`src/rtl/risc16_ctrl_pkg.sv`:
```
`default_nettype none
// ============================================================================
// Module      : risc16_ctrl_pkg
// Description : Shared opcode, state, ALU-op and source-mux encodings for the
//               RISC16 multi-cycle control sequencer.
// Revision    : 1.0 - initial release
// ============================================================================
package risc16_ctrl_pkg;

  // Sequencer states; the numeric values are visible on the debug port
  typedef enum logic [2:0] {
    ST_FETCH  = 3'd0,
    ST_LATCH  = 3'd1,
    ST_DECODE = 3'd2,
    ST_EXEC   = 3'd3,
    ST_MEM    = 3'd4,
    ST_WB     = 3'd5,
    ST_HALT   = 3'd6,
    ST_TRAP   = 3'd7
  } state_e;

  // Opcodes held in instruction bits [15:12]
  localparam logic [3:0] OP_NOP = 4'h0;
  localparam logic [3:0] OP_ADD = 4'h1;
  localparam logic [3:0] OP_SUB = 4'h2;
  localparam logic [3:0] OP_LDI = 4'h3;
  localparam logic [3:0] OP_LD  = 4'h4;
  localparam logic [3:0] OP_ST  = 4'h5;
  localparam logic [3:0] OP_JMP = 4'h6;
  localparam logic [3:0] OP_BEQ = 4'h7;
  localparam logic [3:0] OP_HLT = 4'hF;

  // ALU operation codes
  localparam logic [2:0] ALU_PASS = 3'b000;
  localparam logic [2:0] ALU_ADD  = 3'b001;
  localparam logic [2:0] ALU_SUB  = 3'b010;

  // Writeback source select: S is the ALU result, DS is memory/immediate
  localparam logic SMUX_S  = 1'b0;
  localparam logic SMUX_DS = 1'b1;

  // ALU operation required by an opcode during EXEC
  function automatic logic [2:0] alu_for(input logic [3:0] op);
    logic [2:0] r;
    r = ALU_PASS;
    if (op == OP_ADD) r = ALU_ADD;
    if (op == OP_SUB) r = ALU_SUB;
    return r;
  endfunction

endpackage
`default_nettype wire

```
`src/rtl/smux_seq_ctrl_ack_timeout_cnt.sv`:
```
`default_nettype none
// ============================================================================
// Module      : ack_timeout_cnt
// Description : Saturating wait counter for a memory handshake. The expired
//               flag rises on the wait cycle whose increment brings the count
//               to ACK_TIMEOUT, so the caller can trap on that same edge
//               unless an acknowledge arrives in that cycle.
// Revision    : 1.0 - initial release
// ============================================================================
module ack_timeout_cnt #(
  parameter int ACK_TIMEOUT = 15,
  parameter int CNT_W       = 8
) (
  input  logic clk,
  input  logic reset,
  input  logic clr,
  input  logic en,
  output logic expired
);

  localparam logic [CNT_W-1:0] C_LIMIT = CNT_W'(ACK_TIMEOUT);
  localparam logic [CNT_W-1:0] C_LAST  = CNT_W'(ACK_TIMEOUT - 1);

  logic [CNT_W-1:0] count_q;
  logic [CNT_W-1:0] count_d;

  // Next count: clear wins, otherwise count up and stick at the limit
  always_comb begin
    count_d = count_q;
    if (clr) begin
      count_d = '0;
    end else if (en && (count_q != C_LIMIT)) begin
      count_d = count_q + 1'b1;
    end
  end

  // Count register
  always_ff @(posedge clk) begin
    if (reset) begin
      count_q <= '0;
    end else begin
      count_q <= count_d;
    end
  end

  assign expired = (count_q >= C_LAST);

endmodule
`default_nettype wire

```
`src/rtl/smux_seq_ctrl.sv`:
```
`default_nettype none
// ============================================================================
// Module      : smux_seq_ctrl
// Description : Multi-cycle control sequencer for the RISC16 datapath. Fetches
//               over a req/ack handshake, steps through decode, execute,
//               memory and writeback, and drives the S/DS source mux, ALU op,
//               register write, PC strobes and sticky halt/error status.
//               Every output is a flop loaded from the decode of the next
//               state, so outputs are Moore in the state and latched opcode.
// Revision    : 1.0 - initial release
// ============================================================================
module smux_seq_ctrl
  import risc16_ctrl_pkg::*;
#(
  parameter int ACK_TIMEOUT = 15,
  parameter int CNT_W       = 8
) (
  input  logic        clk,
  input  logic        reset,
  input  logic [15:0] mem_data,
  input  logic        mem_ack,
  input  logic        zero_flag,
  output logic        mem_req,
  output logic        mem_we,
  output logic        ir_ld,
  output logic        pc_inc,
  output logic        pc_ld,
  output logic [2:0]  alu_op,
  output logic        smux_sel,
  output logic        rf_we,
  output logic        halted,
  output logic        err,
  output logic [2:0]  state_o
);

  state_e      state_q, state_d;
  logic [3:0]  opcode_q, opcode_d;
  logic        br_q, br_d;

  logic        mem_req_q, mem_req_d;
  logic        mem_we_q, mem_we_d;
  logic        ir_ld_q, ir_ld_d;
  logic        pc_inc_q, pc_inc_d;
  logic        pc_ld_q, pc_ld_d;
  logic [2:0]  alu_op_q, alu_op_d;
  logic        smux_sel_q, smux_sel_d;
  logic        rf_we_q, rf_we_d;
  logic        halted_q, halted_d;
  logic        err_q, err_d;

  logic        cnt_clr;
  logic        cnt_en;
  logic        cnt_expired;

  // Only the opcode field of the instruction word matters to control
  logic        unused_mem_low;
  assign unused_mem_low = ^mem_data[11:0];

  // One wait counter shared by the fetch and data-memory handshakes
  ack_timeout_cnt #(
    .ACK_TIMEOUT (ACK_TIMEOUT),
    .CNT_W       (CNT_W)
  ) u_ack_timeout_cnt (
    .clk     (clk),
    .reset   (reset),
    .clr     (cnt_clr),
    .en      (cnt_en),
    .expired (cnt_expired)
  );

  // Next-state, opcode capture, branch sampling and counter control
  always_comb begin
    state_d  = state_q;
    opcode_d = opcode_q;
    br_d     = br_q;
    cnt_clr  = 1'b0;
    cnt_en   = 1'b0;
    case (state_q)
      ST_FETCH: begin
        if (mem_ack) begin
          opcode_d = mem_data[15:12];
          state_d  = ST_LATCH;
        end else begin
          cnt_en = 1'b1;
          if (cnt_expired) state_d = ST_TRAP;
        end
      end
      ST_LATCH: begin
        cnt_clr = 1'b1;
        state_d = ST_DECODE;
      end
      ST_DECODE: begin
        // zero_flag is captured here so the branch strobe can stay Moore
        br_d = zero_flag;
        case (opcode_q)
          OP_NOP:                               state_d = ST_FETCH;
          OP_ADD, OP_SUB, OP_LDI, OP_JMP, OP_BEQ: state_d = ST_EXEC;
          OP_LD, OP_ST:                         state_d = ST_MEM;
          OP_HLT:                               state_d = ST_HALT;
          default:                              state_d = ST_TRAP;
        endcase
      end
      ST_EXEC: begin
        if (opcode_q == OP_ADD || opcode_q == OP_SUB || opcode_q == OP_LDI) begin
          state_d = ST_WB;
        end else begin
          state_d = ST_FETCH;
        end
      end
      ST_MEM: begin
        if (mem_ack) begin
          cnt_clr = 1'b1;
          state_d = (opcode_q == OP_LD) ? ST_WB : ST_FETCH;
        end else begin
          cnt_en = 1'b1;
          if (cnt_expired) state_d = ST_TRAP;
        end
      end
      ST_WB:   state_d = ST_FETCH;
      ST_HALT: state_d = ST_HALT;
      ST_TRAP: state_d = ST_TRAP;
      default: state_d = ST_TRAP;
    endcase
  end

  // Output decode of the state about to be entered
  always_comb begin
    mem_req_d  = (state_d == ST_FETCH) || (state_d == ST_MEM);
    mem_we_d   = (state_d == ST_MEM) && (opcode_d == OP_ST);
    ir_ld_d    = (state_d == ST_LATCH);
    pc_inc_d   = (state_d == ST_LATCH);
    pc_ld_d    = (state_d == ST_EXEC) &&
                 ((opcode_d == OP_JMP) || ((opcode_d == OP_BEQ) && br_d));
    alu_op_d   = (state_d == ST_EXEC) ? alu_for(opcode_d) : ALU_PASS;
    smux_sel_d = SMUX_S;
    if ((state_d == ST_WB) && ((opcode_d == OP_LD) || (opcode_d == OP_LDI))) begin
      smux_sel_d = SMUX_DS;
    end
    rf_we_d    = (state_d == ST_WB);
    halted_d   = (state_d == ST_HALT);
    err_d      = (state_d == ST_TRAP);
  end

  // State, opcode, branch flag and registered outputs
  always_ff @(posedge clk) begin
    if (reset) begin
      state_q    <= ST_FETCH;
      opcode_q   <= OP_NOP;
      br_q       <= 1'b0;
      mem_req_q  <= 1'b1;
      mem_we_q   <= 1'b0;
      ir_ld_q    <= 1'b0;
      pc_inc_q   <= 1'b0;
      pc_ld_q    <= 1'b0;
      alu_op_q   <= ALU_PASS;
      smux_sel_q <= SMUX_S;
      rf_we_q    <= 1'b0;
      halted_q   <= 1'b0;
      err_q      <= 1'b0;
    end else begin
      state_q    <= state_d;
      opcode_q   <= opcode_d;
      br_q       <= br_d;
      mem_req_q  <= mem_req_d;
      mem_we_q   <= mem_we_d;
      ir_ld_q    <= ir_ld_d;
      pc_inc_q   <= pc_inc_d;
      pc_ld_q    <= pc_ld_d;
      alu_op_q   <= alu_op_d;
      smux_sel_q <= smux_sel_d;
      rf_we_q    <= rf_we_d;
      halted_q   <= halted_d;
      err_q      <= err_d;
    end
  end

  assign mem_req  = mem_req_q;
  assign mem_we   = mem_we_q;
  assign ir_ld    = ir_ld_q;
  assign pc_inc   = pc_inc_q;
  assign pc_ld    = pc_ld_q;
  assign alu_op   = alu_op_q;
  assign smux_sel = smux_sel_q;
  assign rf_we    = rf_we_q;
  assign halted   = halted_q;
  assign err      = err_q;
  assign state_o  = state_q;

endmodule
`default_nettype wire
```
`config.mk`:
```
export PLATFORM = sky130hd
export DESIGN_NAME = smux_seq_ctrl
export DESIGN_NICKNAME = d
export VERILOG_FILES = /design/src/rtl/risc16_ctrl_pkg.sv /design/src/rtl/smux_seq_ctrl_ack_timeout_cnt.sv /design/src/rtl/smux_seq_ctrl.sv
export SDC_FILE = /design/constraint.sdc
export NUM_CORES = 1
export LEC_CHECK = 0
export ABC_AREA = 0
export CORE_UTILIZATION = 40
export DETAILED_ROUTE_END_ITERATION = 8
export PLACE_DENSITY = 0.74
export SLEW_MARGIN = 10
export SYNTH_ARGS = -nofsm -noshare
export SYNTH_HDL_FRONTEND = slang
export SYNTH_SLANG_ARGS = --single-unit
```
`constraint.sdc`:
```
create_clock -name clk -period 2.2 [get_ports clk]
set_input_delay 0.55 -clock clk [delete_from_list [all_inputs] [get_ports clk]]
set_output_delay 0.55 -clock clk [all_outputs]
set_load 0.02 [all_outputs]
```
==> implementation parameters, run 1 <==
Parameter                              Value

STA
  Final critical delay including setup and external delays ... ~2.2 ns
  Setup skew after layout ... 0.00355 ns
  Hold Violations, Final ... 0
  Total negative slack ... 0 ns
  Max Transition Viols Final ... 0
  Setup-failing EPs final ... 0
  Maximum frequency from static timing analysis ... between 400 and 500 MHz
  Least setup slack across all paths after layout ... around 0.05 ns
  Fin crit share ... a little over nine tenths

Layout
  Proportion of layout cells with a drive suffix above 1 ... between 20 and 25%
  P&R area growth vs syn ... 37.7%
  Fill count ... 318
  N_diodes ... 0
  Number of nets in the layout ... 226

Synth
  Number of cells produced by synthesis ... ~160
  Ranking of synthesized cells by area ... sky130_fd_sc_hd__dfxtp_1 41%, sky130_fd_sc_hd__nor2_1 5.1%, sky130_fd_sc_hd__nand2b_1 3.6%, sky130_fd_sc_hd__nand3_1 3.2%, sky130_fd_sc_hd__xor2_1 3.1%
  Most common cell in the synthesized netlist ... sky130_fd_sc_hd__dfxtp_1
  Fraction of post-synthesis cell area in the top cell type by area ... 41.4%
  Sequential fraction of the synthesis area ... 41.4%
  Post-synthesis register bit count ... 29
  Number of distinct standard cells referenced by the synthesized netlist ... 48
  Synth warn ... 0
  Post-Synthesis Cell Area ... 0.00140 mm^2
  Net Count, Synth ... 177
  Count of flip-flops with a built-in enable after synthesis ... 0
  Cell type contributing the most total cell area after synthesis ... sky130_fd_sc_hd__dfxtp_1
  Per-instance average area after synthesis ... ~9.0 um^2
  Top cell types by occurrence after synthesis ... 29 x sky130_fd_sc_hd__dfxtp_1, 19 x sky130_fd_sc_hd__nor2_1, 10 x sky130_fd_sc_hd__inv_1
  Prevailing post-synth register cell ... sky130_fd_sc_hd__dfxtp_1
  Share of flip-flops with an asynchronous set or reset after synthesis ... 0%

Power
  Switching part of the total ... just under 30%
  Power per Cell Area ... roughly 590 mW/mm^2
  Internal power of the cells ... between 0.8 and 0.9 mW
  Relative contribution of combinational cells to total power ... between 20% and 30%
  Clk network pwr share ... a little over a quarter
  Total net switching power ... 0.333 mW
  Peak supply drop ... around 0.00034 V
  Leakage dissipation ... 0.763 nW
  Sequential power share ... between 40% and 50%

Critical path
  Sum of buffers and inverters on the critical path ... 1
  Maximum fanout count along the critical path ... 3
  Register-to-Register Setup Slack ... between 0.04 and 0.05 ns
  Worst Setup Start Kind ... flip-flop
  Number of cells on the critical path ... 6
  Worst flop-to-flop path startpoint ... opcode_q[0]
  Cells traversed along the worst timing path ... or4b_4 > a2111oi_4 > a2111oi_2 > buf_4 > or2_1 > nor4_2
  Destination of the critical timing path ... mem_we
  Cell type group with the largest total delay on the critical path ... simple AND/OR/NAND/NOR gates
  First element of the critical path ... opcode_q[0]
  Worst R2R End ... mem_we
  Depth of the most critical reg-to-reg path ... 6
  Worst setup EP type ... flip-flop
  Largest stage delay on the critical path ... 0.58 ns
  Slowest stage cell, crit path ... sky130_fd_sc_hd__or4b_4
  Critical path data arrival time ... approximately 2.4 ns
  Crit Path Class ... reg2reg
  WP data required ... 2.45 ns

Global routing
  Global-route wire length before repair ... between 5000 and 6000 um
  Remaining global-route overflow ... 0
  Pin count of the biggest net entering global routing ... 10
  Vias in the first global route ... approximately 1200
  Antenna violations before repair ... 0
  Gr usage total ... 19.7%

Clocking
  Clock slew seen by the registers of the worst setup and hold paths ... 0.09 ns
  H-tree Lvls ... 2
  Number of clock sinks seen by CTS ... 29
  Insertion delay of the later-clocked pin in the worst-skew pair ... 0.33 ns
  Number of buffers created by CTS ... 5
  Clock Root Buffer ... sky130_fd_sc_hd__clkbuf_4
  Number of hold-repair buffers added at the cts stage ... 0
  Maximum count of clock buffers along a single path ... 2
  TritonCTS clock tree ... built

Worst hold path
  Hold_sp ... br_q
  Hold Path Class ... reg2reg

Floorplanning
  Area of the core ... 0.00334 mm^2
  Num ports ... 35
  FP Rows ... 21
  Die area ... 0.00374 mm^2
  Width of the die ... slightly above 60 um
  Die Height ... ~61 um
  Starting density of the core ... about two fifths

Placed design
  Placed wire-length estimate after detailed placement ... between 2000 and 2500 um
  Worst slack, placed ... -0.361 ns
  RD Place Congestion ... 0.886
  Number of input and output port buffers inserted ... 21

Status
  Status ... completed

Detailed routing
  Number of vias per cell ... roughly 5.1
  Final routed DRC violation total ... 0
  Drt first-iter violations ... 38
  Wire length after detailed routing ... 3300 um
  Routed len/inst ... approximately 13 um
  DR vias ... about 1300
  First drt pass iteration count ... 4
  Antenna Violating Nets Remaining ... 0

Run
  Number of violations of the max-capacitance limit ... 0
power by group through the flow:
stage,combinational [mW],clock (mW),sequential (mW)
final,0.267,0.306,0.564
after global routing,0.288,0.342,0.568
after CTS,0.259,0.322,0.563
after detailed placement,0.257,0,0.576
after global placement,0.249,0,0.575
after floorplan,0.128,0,0.585
worst min path at each step:
| stage | end | slack, ns | cells past startpoint |
|---|---|---|---|
| after floorplan | br_q | 0.47 | 2 |
| after global placement | br_q | 0.50 | 2 |
| after detailed placement | br_q | 0.53 | 2 |
| after CTS | br_q | 0.55 | 2 |
| after global routing | br_q | 0.56 | 2 |
| final | br_q | 0.54 | 2 |
worst min-delay path, cell delays in order, from the launching register on:
cell and delay, ns:
sky130_fd_sc_hd__dfxtp_1 0.31, sky130_fd_sc_hd__mux2i_1 0.09, sky130_fd_sc_hd__nor2_1 0.10
layout by cell type (no fill, tap or decap), drive strengths merged, types with 4 or more instances in the layout:
master	n
xor2	5
clkbuf	6
nand3	9
nor2	19
nand2	6
dfxtp	29
nand2b	8
o21ai	6
a2111oi	4
clkdlybuf4s50	21
nor4	6
buf	30
a21oi	4
inv	10
through the flow:
stage | cells | power, mW | cell area [um^2] | util, % | hold WS [ns]
after floorplan | 155 | 0.713 | 1400 | - | 0.474
after global placement | 242 | 0.825 | 1850 | 55.3 | 0.502
after detailed placement | 242 | 0.833 | 1850 | 55.3 | 0.527
after CTS | 250 | 1.14 | 1900 | 57.0 | 0.549
after global routing | 251 | 1.20 | 1930 | 57.8 | 0.557
final | 251 | 1.14 | 1930 | 57.8 | 0.543
logic make-up (layout without fill, tap and decap cells):
logic type	count (synthesis)	in the layout	share of synthesized area [%]
flip-flops	29	29	41.4
AND/OR/NAND/NOR	66	66	27.2
XOR/XNOR	7	7	4.38
adder cells (fa/ha/maj)	2	2	1.79
AO/OA/AOI/OAI	27	27	15.5
multiplexers	4	4	2.95
other	1	1	0.268
buffers and inverters	19	69	6.43
repair_timing:
item,in CTS,in global routing
endpoints found under the hold margin,0,0
pin swaps,0,4
resized for setup,1,3
endpoints found under the setup margin,2,5
setup buffers,0,1
per-layer routing:
metal,vias up,GRT usage [%],wire length (um)
li1,640,-,-
met5,-,0,0
met2,24,33.2,1650
met1,600,21.5,1420
met4,0,10.7,111
met3,9,6.93,121
cell type report:
type / count / area, um^2 / area share, %
Clock buffer: 6 / 41.3 / 2.14
Clock inverter: 2 / 10.0 / 0.519
Inverter: 10 / 37.5 / 1.95
Multi-Input combinational cell: 107 / 754 / 39.1
Sequential cell: 29 / 581 / 30.1
Tap cell: 46 / 57.6 / 2.98
Timing Repair Buffer: 51 / 448 / 23.2
Power figures use the tool's default switching activity.
==> run 2, diff against run 1 <==
--- a/config.mk
+++ b/config.mk
@@ -5,10 +5,11 @@
 export SDC_FILE = /design/constraint.sdc
 export NUM_CORES = 1
 export LEC_CHECK = 0
-export ABC_AREA = 0
+export ABC_AREA = 1
+export CAP_MARGIN = 10
 export CORE_UTILIZATION = 40
 export DETAILED_ROUTE_END_ITERATION = 8
-export PLACE_DENSITY = 0.74
+export PLACE_DENSITY = 0.72
 export SLEW_MARGIN = 10
 export SYNTH_ARGS = -nofsm -noshare
 export SYNTH_HDL_FRONTEND = slang
==> run 2 against run 1 <==
Against the previous run:
- final cell count rose by 19%
- first-iteration DRC count rose by 42%
- critical path depth fell by 5
- die area rose by 9.8%
- via count rose by 7.1%
- clock-buffer cell count rose by 1
- clock skew rose by 0.0055 ns
- synthesized area rose by 10%
- critical endpoint is now state_o[1]
- highest routed layer unchanged
==> implementation parameters, run 2 <==
Parameter                              Value

Detailed routing
  Antenna Violating Nets Remaining ... 0 (unchanged)
  Routed met1 length ... 1490 um (was 1420 um)
  Final routed DRC violation total ... 0 (unchanged)
  Top Layer Used ... met4 (unchanged)
  Wire length after detailed routing ... 2980 um (was 3300 um)
  Detail Route met3 WL ... 117 um (was 121 um)
  Met2 Routed Length ... 1330 um (was 1650 um)
  Routed len/inst ... 9.98 um (was 13.2 um)
  DR vias ... 1364 (was 1273)
  Number of vias per cell ... 4.56 (was 5.07)
  Drt first-iter violations ... 54 (was 38)
  First drt pass iteration count ... 4 (unchanged)

Critical path
  Largest stage delay on the critical path ... 0.67 ns (was 0.58 ns)
  WP data required ... 1.65 ns (was 2.45 ns)
  Cells traversed along the worst timing path ... clkdlybuf4s50_1 (was or4b_4 > a2111oi_4 > a2111oi_2 > buf_4 > or2_1 > nor4_2)
  Critical path data arrival time ... 1.46 ns (was 2.40 ns)
  Number of cells on the critical path ... 1 (was 6)
  Worst Setup Start Kind ... flip-flop (unchanged)
  Cell type group with the largest total delay on the critical path ... buffers and inverters (was simple AND/OR/NAND/NOR gates)
  Crit Path Class ... reg2out (was reg2reg)
  Sum of buffers and inverters on the critical path ... 1 (unchanged)
  Worst setup EP type ... primary output (was flip-flop)
  Maximum fanout count along the critical path ... 8 (was 3)
  Depth of the most critical reg-to-reg path ... 11 (was 6)
  Slowest stage cell, crit path ... sky130_fd_sc_hd__clkdlybuf4s50_1 (was sky130_fd_sc_hd__or4b_4)

Clocking
  Number of buffers created by CTS ... 5 (unchanged)
  Clock Root Buffer ... sky130_fd_sc_hd__clkbuf_8 (was sky130_fd_sc_hd__clkbuf_4)
  Number of clock sinks seen by CTS ... 29 (unchanged)
  Maximum count of clock buffers along a single path ... 2 (unchanged)
  H-tree Lvls ... 2 (unchanged)
  Count of instances resized after the clock tree is built ... 0 (was 1)
  Buffer count from post-CTS setup fixing ... 0 (unchanged)
  Clock slew seen by the registers of the worst setup and hold paths ... 0.06 ns (was 0.09 ns)
  Insertion delay of the later-clocked pin in the worst-skew pair ... 0.29 ns (was 0.33 ns)
  TritonCTS clock tree ... built (unchanged)
  Number of hold-repair buffers added at the cts stage ... 0 (unchanged)

Placed design
  Post-Place Cells ... 291 (was 242)
  Placed Area ... 0.00180 mm^2 (was 0.00185 mm^2)
  Placed wire-length estimate after detailed placement ... 2280 um (was 2480 um)
  RD Place Congestion ... 0.815 (was 0.886)
  Number of input and output port buffers inserted ... 21 (unchanged)

STA
  Fin crit share ... 91.6% (was 97.8%)
  Final critical delay including setup and external delays ... 2.01 ns (was 2.15 ns)
  Setup-failing EPs final ... 0 (unchanged)
  RSZ-0062 raised after global routing ... no
  Max Transition Viols Final ... 0 (unchanged)
  Worst Hold Slack ... 0.471 ns (was 0.543 ns)
  Maximum frequency from static timing analysis ... 496 MHz (was 465 MHz)
  Total negative slack ... 0 ns (unchanged)
  Hold Violations, Final ... 0 (unchanged)
  Setup skew after layout ... 0.00905 ns (was 0.00355 ns)

Layout
  Leading cell type in the layout, fill and taps excluded ... sky130_fd_sc_hd__nand2_1
  Post-route cell area ... 0.00192 mm^2 (was 0.00193 mm^2)
  Highest-count cells in the layout ignoring fill and taps ... 62 x sky130_fd_sc_hd__nand2_1, 33 x sky130_fd_sc_hd__nor2_1, 29 x sky130_fd_sc_hd__dfxtp_1 (was 29 x sky130_fd_sc_hd__dfxtp_1, 29 x sky130_fd_sc_hd__buf_4, 21 x sky130_fd_sc_hd__clkdlybuf4s50_1)
  P&R area growth vs syn ... 24.4% (was 37.7%)
  N_diodes ... 0 (unchanged)
  Final instance count without filler cells ... 299 (was 251)
  Proportion of layout cells with a drive suffix above 1 ... 16.3% (was 24.4%)
  Fill count ... 390 (was 318)
  Number of nets in the layout ... 272 (was 226)

Synth
  Ranking of synthesized cells by area ... sky130_fd_sc_hd__dfxtp_1 38%, sky130_fd_sc_hd__nand2_1 15%, sky130_fd_sc_hd__nor2_1 8.0%, sky130_fd_sc_hd__inv_1 6.6%, sky130_fd_sc_hd__nand3_1 3.2% (was sky130_fd_sc_hd__dfxtp_1 41%, sky130_fd_sc_hd__nor2_1 5.1%, sky130_fd_sc_hd__nand2b_1 3.6%, sky130_fd_sc_hd__nand3_1 3.2%, sky130_fd_sc_hd__xor2_1 3.1%)
  Count of flip-flops with a built-in enable after synthesis ... 0 (unchanged)
  Per-instance average area after synthesis ... 6.89 um^2 (was 9.04 um^2)
  Synth warn ... 0 (unchanged)
  Cell type contributing the most total cell area after synthesis ... sky130_fd_sc_hd__dfxtp_1 (unchanged)
  Share of flip-flops with an asynchronous set or reset after synthesis ... 0% (unchanged)
  Number of cells produced by synthesis ... 224 (was 155)
  Fraction of post-synthesis cell area in the top cell type by area ... 37.6% (was 41.4%)
  Post-synthesis register bit count ... 29 (unchanged)
  Net Count, Synth ... 246 (was 177)
  Sequential fraction of the synthesis area ... 37.6% (was 41.4%)
  Post-Synthesis Cell Area ... 0.00154 mm^2 (was 0.00140 mm^2)
  Most common cell in the synthesized netlist ... sky130_fd_sc_hd__nand2_1 (was sky130_fd_sc_hd__dfxtp_1)
  Top cell types by occurrence after synthesis ... 62 x sky130_fd_sc_hd__nand2_1, 33 x sky130_fd_sc_hd__nor2_1, 29 x sky130_fd_sc_hd__dfxtp_1 (was 29 x sky130_fd_sc_hd__dfxtp_1, 19 x sky130_fd_sc_hd__nor2_1, 10 x sky130_fd_sc_hd__inv_1)
  Number of distinct standard cells referenced by the synthesized netlist ... 28 (was 48)
  Prevailing post-synth register cell ... sky130_fd_sc_hd__dfxtp_1 (unchanged)

Global routing
  Global-route wire length before repair ... 5240 um (was 5180 um)
  Vias in the first global route ... 1279 (was 1181)
  Gr usage total ... 16.5% (was 19.7%)
  Antenna violations before repair ... 0 (unchanged)
  Remaining global-route overflow ... 0 (unchanged)
  Pin count of the biggest net entering global routing ... 15 (was 10)

Floorplanning
  Width of the die ... 64.1 um (was 61.2 um)
  Die area ... 0.00411 mm^2 (was 0.00374 mm^2)
  Num ports ... 35 (unchanged)
  Starting density of the core ... 41.9% (was 42.0%)
  Area of the core ... 0.00369 mm^2 (was 0.00334 mm^2)
  Die Height ... 64.1 um (was 61.2 um)
  FP Rows ... 22 (was 21)

Worst hold path
  Hold Path Class ... reg2reg (unchanged)
  Hold-critical path depth ... 2 (unchanged)

Power
  Power per Cell Area ... 833 mW/mm^2 (was 589 mW/mm^2)
  Leakage dissipation ... 0.851 nW (was 0.763 nW)
  Overall power after layout ... 1.60 mW (was 1.14 mW)
  Peak supply drop ... 0.000353 V (was 0.000337 V)

Status
  Status ... completed (unchanged)

Run
  Number of violations of the max-capacitance limit ... 0 (unchanged)
## run 2: metal layers
metal / global-route usage [%] / up-vias
met5: 0 / -
li1: - / 740
met3: 5.00 / 5
met2: 26.5 / 28
met1: 20.3 / 591
met4: 7.22 / 0
## run 2: stage by stage
step	utilization, %	setup WS [ns]
after detailed placement	48.9	0.126
after floorplan	-	0.769
after global placement	48.9	0.151
after global routing	52.1	0.133
final	52.1	0.185
after CTS	52.1	0.168
## run 2: area by class of cell
| type | instances | area [um^2] | area share, % |
|---|---|---|---|
| multi-input cells | 157 | 798 | 41.6 |
| flip-flops and latches | 29 | 581 | 30.2 |
| repair buffers | 23 | 238 | 12.4 |
| inverters | 34 | 128 | 6.64 |
| clock buffers | 7 | 86.3 | 4.50 |
| well taps | 48 | 60.1 | 3.13 |
| clock inverters | 1 | 30.0 | 1.56 |
## run 2: final timing paths
path / from / to / slack (ns)
worst max-delay path: state_o[1] / state_o[1] / 0.19
worst max register to register: u_ack_timeout_cnt.count_q[1] / u_ack_timeout_cnt.count_q[6] / 0.61
worst min-delay path: u_ack_timeout_cnt.count_q[7] / u_ack_timeout_cnt.count_q[7] / 0.47
worst min register to register: u_ack_timeout_cnt.count_q[7] / u_ack_timeout_cnt.count_q[7] / 0.47
## run 2: kinds of logic after synthesis
group / after synthesis / synth area share, %
other cells: 1 / 0.243
simple gates: 137 / 42.5
flops: 29 / 37.6
buf+inv: 38 / 10.7
xor+xnor: 1 / 0.567
compound gates: 16 / 6.73
fa+ha+maj: 2 / 1.62
## run 2: where the power goes
group          switching [mW]  total [mW]  internal [mW]
Combinational           0.264       0.416          0.152
Sequential             0.0375       0.613          0.576
Clock                   0.202       0.571          0.369
==> run 3, diff against run 2 <==
--- a/config.mk
+++ b/config.mk
@@ -8,9 +8,11 @@
 export ABC_AREA = 1
 export CAP_MARGIN = 10
 export CORE_UTILIZATION = 40
+export CTS_CLUSTER_SIZE = 8
 export DETAILED_ROUTE_END_ITERATION = 8
 export PLACE_DENSITY = 0.72
 export SLEW_MARGIN = 10
 export SYNTH_ARGS = -nofsm -noshare
 export SYNTH_HDL_FRONTEND = slang
 export SYNTH_SLANG_ARGS = --single-unit
+export TNS_END_PERCENT = 1
==> constraint.sdc (replaced) <==
create_clock -name clk -period 2.2 [get_ports clk]
set_input_delay 0.44 -clock clk [delete_from_list [all_inputs] [get_ports clk]]
set_output_delay 0.44 -clock clk [all_outputs]
set_load 0.02 [all_outputs]
==> run 3 against run 2 <==
Against the previous run:
- critical path depth is the same
- global-route usage is essentially flat
- sequential share of layout area grew 0.36 points
- hold slack gained 0.0090 ns
- power fell by 8.7%
- cell area shrank 1.2%
==> implementation parameters, run 3 (synthesized netlist as in run 2, its figures left out) <==
Parameter                              Value

Detailed routing
  First drt pass iteration count ... 4 (unchanged)
  Final routed DRC violation total ... 0 (unchanged)
  Number of vias per cell ... 4.63 (was 4.56)
  Drt first-iter violations ... 80 (was 54)
  Wire length after detailed routing ... 2930 um (was 2980 um)
  Routed len/inst ... 9.77 um (was 9.98 um)
  DR vias ... 1390 (was 1364)
  Antenna Violating Nets Remaining ... 0 (unchanged)

STA
  Setup skew after layout ... 0.00579 ns (was 0.00905 ns)
  RSZ-0062 raised after global routing ... no (unchanged)
  Worst Hold Slack ... 0.480 ns (was 0.471 ns)
  Total negative slack ... 0 ns (unchanged)
  Final critical delay including setup and external delays ... 1.91 ns (was 2.01 ns)
  Setup-failing EPs final ... 0 (unchanged)
  Least setup slack across all paths after layout ... 0.290 ns (was 0.185 ns)
  Maximum frequency from static timing analysis ... 523 MHz (was 496 MHz)
  Fin crit share ... 86.8% (was 91.6%)
  Hold Violations, Final ... 0 (unchanged)
  Max Transition Viols Final ... 0 (unchanged)

Critical path
  Slowest stage cell, crit path ... sky130_fd_sc_hd__clkdlybuf4s50_1 (unchanged)
  Number of cells on the critical path ... 1 (unchanged)
  Register-to-Register Setup Slack ... 0.65 ns (was 0.61 ns)
  Worst R2R End ... smux_sel (was u_ack_timeout_cnt.count_q[6])
  Crit Path Class ... reg2out (unchanged)
  Maximum fanout count along the critical path ... 8 (unchanged)
  Destination of the critical timing path ... state_o[1] (unchanged)
  Sum of buffers and inverters on the critical path ... 1 (unchanged)
  Cells traversed along the worst timing path ... clkdlybuf4s50_1 (unchanged)
  Depth of the most critical reg-to-reg path ... 8 (was 11)
  Largest stage delay on the critical path ... 0.67 ns (about the same)
  Cell type group with the largest total delay on the critical path ... buffers and inverters (unchanged)
  Critical path data arrival time ... 1.47 ns (was 1.46 ns)
  First element of the critical path ... state_o[1] (unchanged)
  Worst setup EP type ... primary output (unchanged)
  Worst Setup Start Kind ... flip-flop (unchanged)
  Worst flop-to-flop path startpoint ... state_o[1] (was u_ack_timeout_cnt.count_q[1])
  WP data required ... 1.76 ns (was 1.65 ns)

Placed design
  RD Place Congestion ... 0.818 (was 0.815)
  Placed wire-length estimate after detailed placement ... 2270 um (was 2280 um)
  Worst slack, placed ... 0.268 ns (was 0.126 ns)
  Number of input and output port buffers inserted ... 21 (unchanged)

Clocking
  Maximum count of clock buffers along a single path ... 2 (unchanged)
  Buffer count from post-CTS setup fixing ... 0 (unchanged)
  H-tree Lvls ... 2 (unchanged)
  Clock Root Buffer ... sky130_fd_sc_hd__clkbuf_8 (unchanged)
  TritonCTS clock tree ... built (unchanged)
  Number of hold-repair buffers added at the cts stage ... 0 (unchanged)
  Number of buffers created by CTS ... 5 (unchanged)
  Clock slew seen by the registers of the worst setup and hold paths ... 0.06 ns (about the same)
  Count of instances resized after the clock tree is built ... 0 (unchanged)
  Insertion delay of the later-clocked pin in the worst-skew pair ... 0.29 ns (about the same)
  Number of clock sinks seen by CTS ... 29 (unchanged)

Floorplanning
  Die area ... 0.00411 mm^2 (unchanged)
  Num ports ... 35 (unchanged)
  Area of the core ... 0.00369 mm^2 (unchanged)
  FP Rows ... 22 (unchanged)
  Width of the die ... 64.1 um (unchanged)
  Starting density of the core ... 41.9% (unchanged)
  Die Height ... 64.1 um (unchanged)

Global routing
  Remaining global-route overflow ... 0 (unchanged)
  Vias in the first global route ... 1231 (was 1279)
  Global-route wire length before repair ... 5190 um (was 5240 um)
  Pin count of the biggest net entering global routing ... 15 (unchanged)
  Gr usage total ... 16.5% (about the same)
  Antenna violations before repair ... 0 (unchanged)

Worst hold path
  Hold Path Class ... reg2reg (unchanged)

Power
  Leakage dissipation ... 0.841 nW (was 0.851 nW)
  Overall power after layout ... 1.46 mW (was 1.60 mW)
  Power per Cell Area ... 769 mW/mm^2 (was 833 mW/mm^2)
  Peak supply drop ... 0.000328 V (was 0.000353 V)

Layout
  Fraction of the core area covered by cells at the end of the flow ... 51.5% (was 52.1%)
  Number of nets in the layout ... 273 (was 272)
  Proportion of layout cells with a drive suffix above 1 ... 17.1% (was 16.3%)
  Fill count ... 368 (was 390)
  Leading cell type in the layout, fill and taps excluded ... sky130_fd_sc_hd__nand2_1 (unchanged)
  Highest-count cells in the layout ignoring fill and taps ... 62 x sky130_fd_sc_hd__nand2_1, 33 x sky130_fd_sc_hd__nor2_1, 29 x sky130_fd_sc_hd__dfxtp_1 (unchanged)
  P&R area growth vs syn ... 22.9% (was 24.4%)
  N_diodes ... 0 (unchanged)

Run
  Number of violations of the max-capacitance limit ... 0 (unchanged)

Status
  Status ... completed (unchanged)
run 3: cell count changes in the layout (fill, tap and decap cells not counted):
cell and delta:
sky130_fd_sc_hd__buf_4 +1, sky130_fd_sc_hd__bufinv_16 -1, sky130_fd_sc_hd__clkbuf_1 -1, sky130_fd_sc_hd__clkbuf_8 -1, sky130_fd_sc_hd__clkinv_2 +2, sky130_fd_sc_hd__clkinvlp_4 +1
run 3: how the worst min path moves through the flow:
stage | startpoint | endpoint | slack, ns | cells past startpoint
6_report | u_ack_timeout_cnt.count_q[7] | u_ack_timeout_cnt.count_q[7] | 0.48 | 2
5_1_grt | u_ack_timeout_cnt.count_q[2] | u_ack_timeout_cnt.count_q[2] | 0.53 | 1
4_1_cts | u_ack_timeout_cnt.count_q[7] | u_ack_timeout_cnt.count_q[7] | 0.48 | 2
3_5_place_dp | u_ack_timeout_cnt.count_q[7] | u_ack_timeout_cnt.count_q[7] | 0.46 | 2
3_3_place_gp | u_ack_timeout_cnt.count_q[7] | u_ack_timeout_cnt.count_q[7] | 0.45 | 2
2_1_floorplan | u_ack_timeout_cnt.count_q[7] | u_ack_timeout_cnt.count_q[7] | 0.44 | 2
run 3: per-layer routing:
metal	up-vias	GRT usage, %	part of all wire [%]
met2	33	25.0	44
met3	6	4.29	6.0
li1	748	-	-
met5	-	0	0
met4	0	8.33	2.3
met1	603	21.4	48
run 3: metrics by stage:
| stage | std cells | instance area (um^2) |
|---|---|---|
| final | 300 | 1900 |
| after global routing | 300 | 1900 |
| after CTS | 300 | 1900 |
| after detailed placement | 292 | 1810 |
| after global placement | 292 | 1810 |
| after floorplan | 224 | 1540 |
run 3: final cells by class:
cell class | count | area, um^2 | share of cell area (%)
flip-flops and latches | 29 | 581 | 30.6
clock inverters | 3 | 17.5 | 0.923
clock buffers | 5 | 68.8 | 3.63
repair buffers | 24 | 245 | 12.9
multi-input cells | 157 | 798 | 42.1
inverters | 34 | 128 | 6.72
well taps | 48 | 60.1 | 3.16
run 3: report_power, final:
part	internal, mW	switching, mW
Combinational	0.155	0.264
Clock	0.217	0.210
Sequential	0.576	0.0380
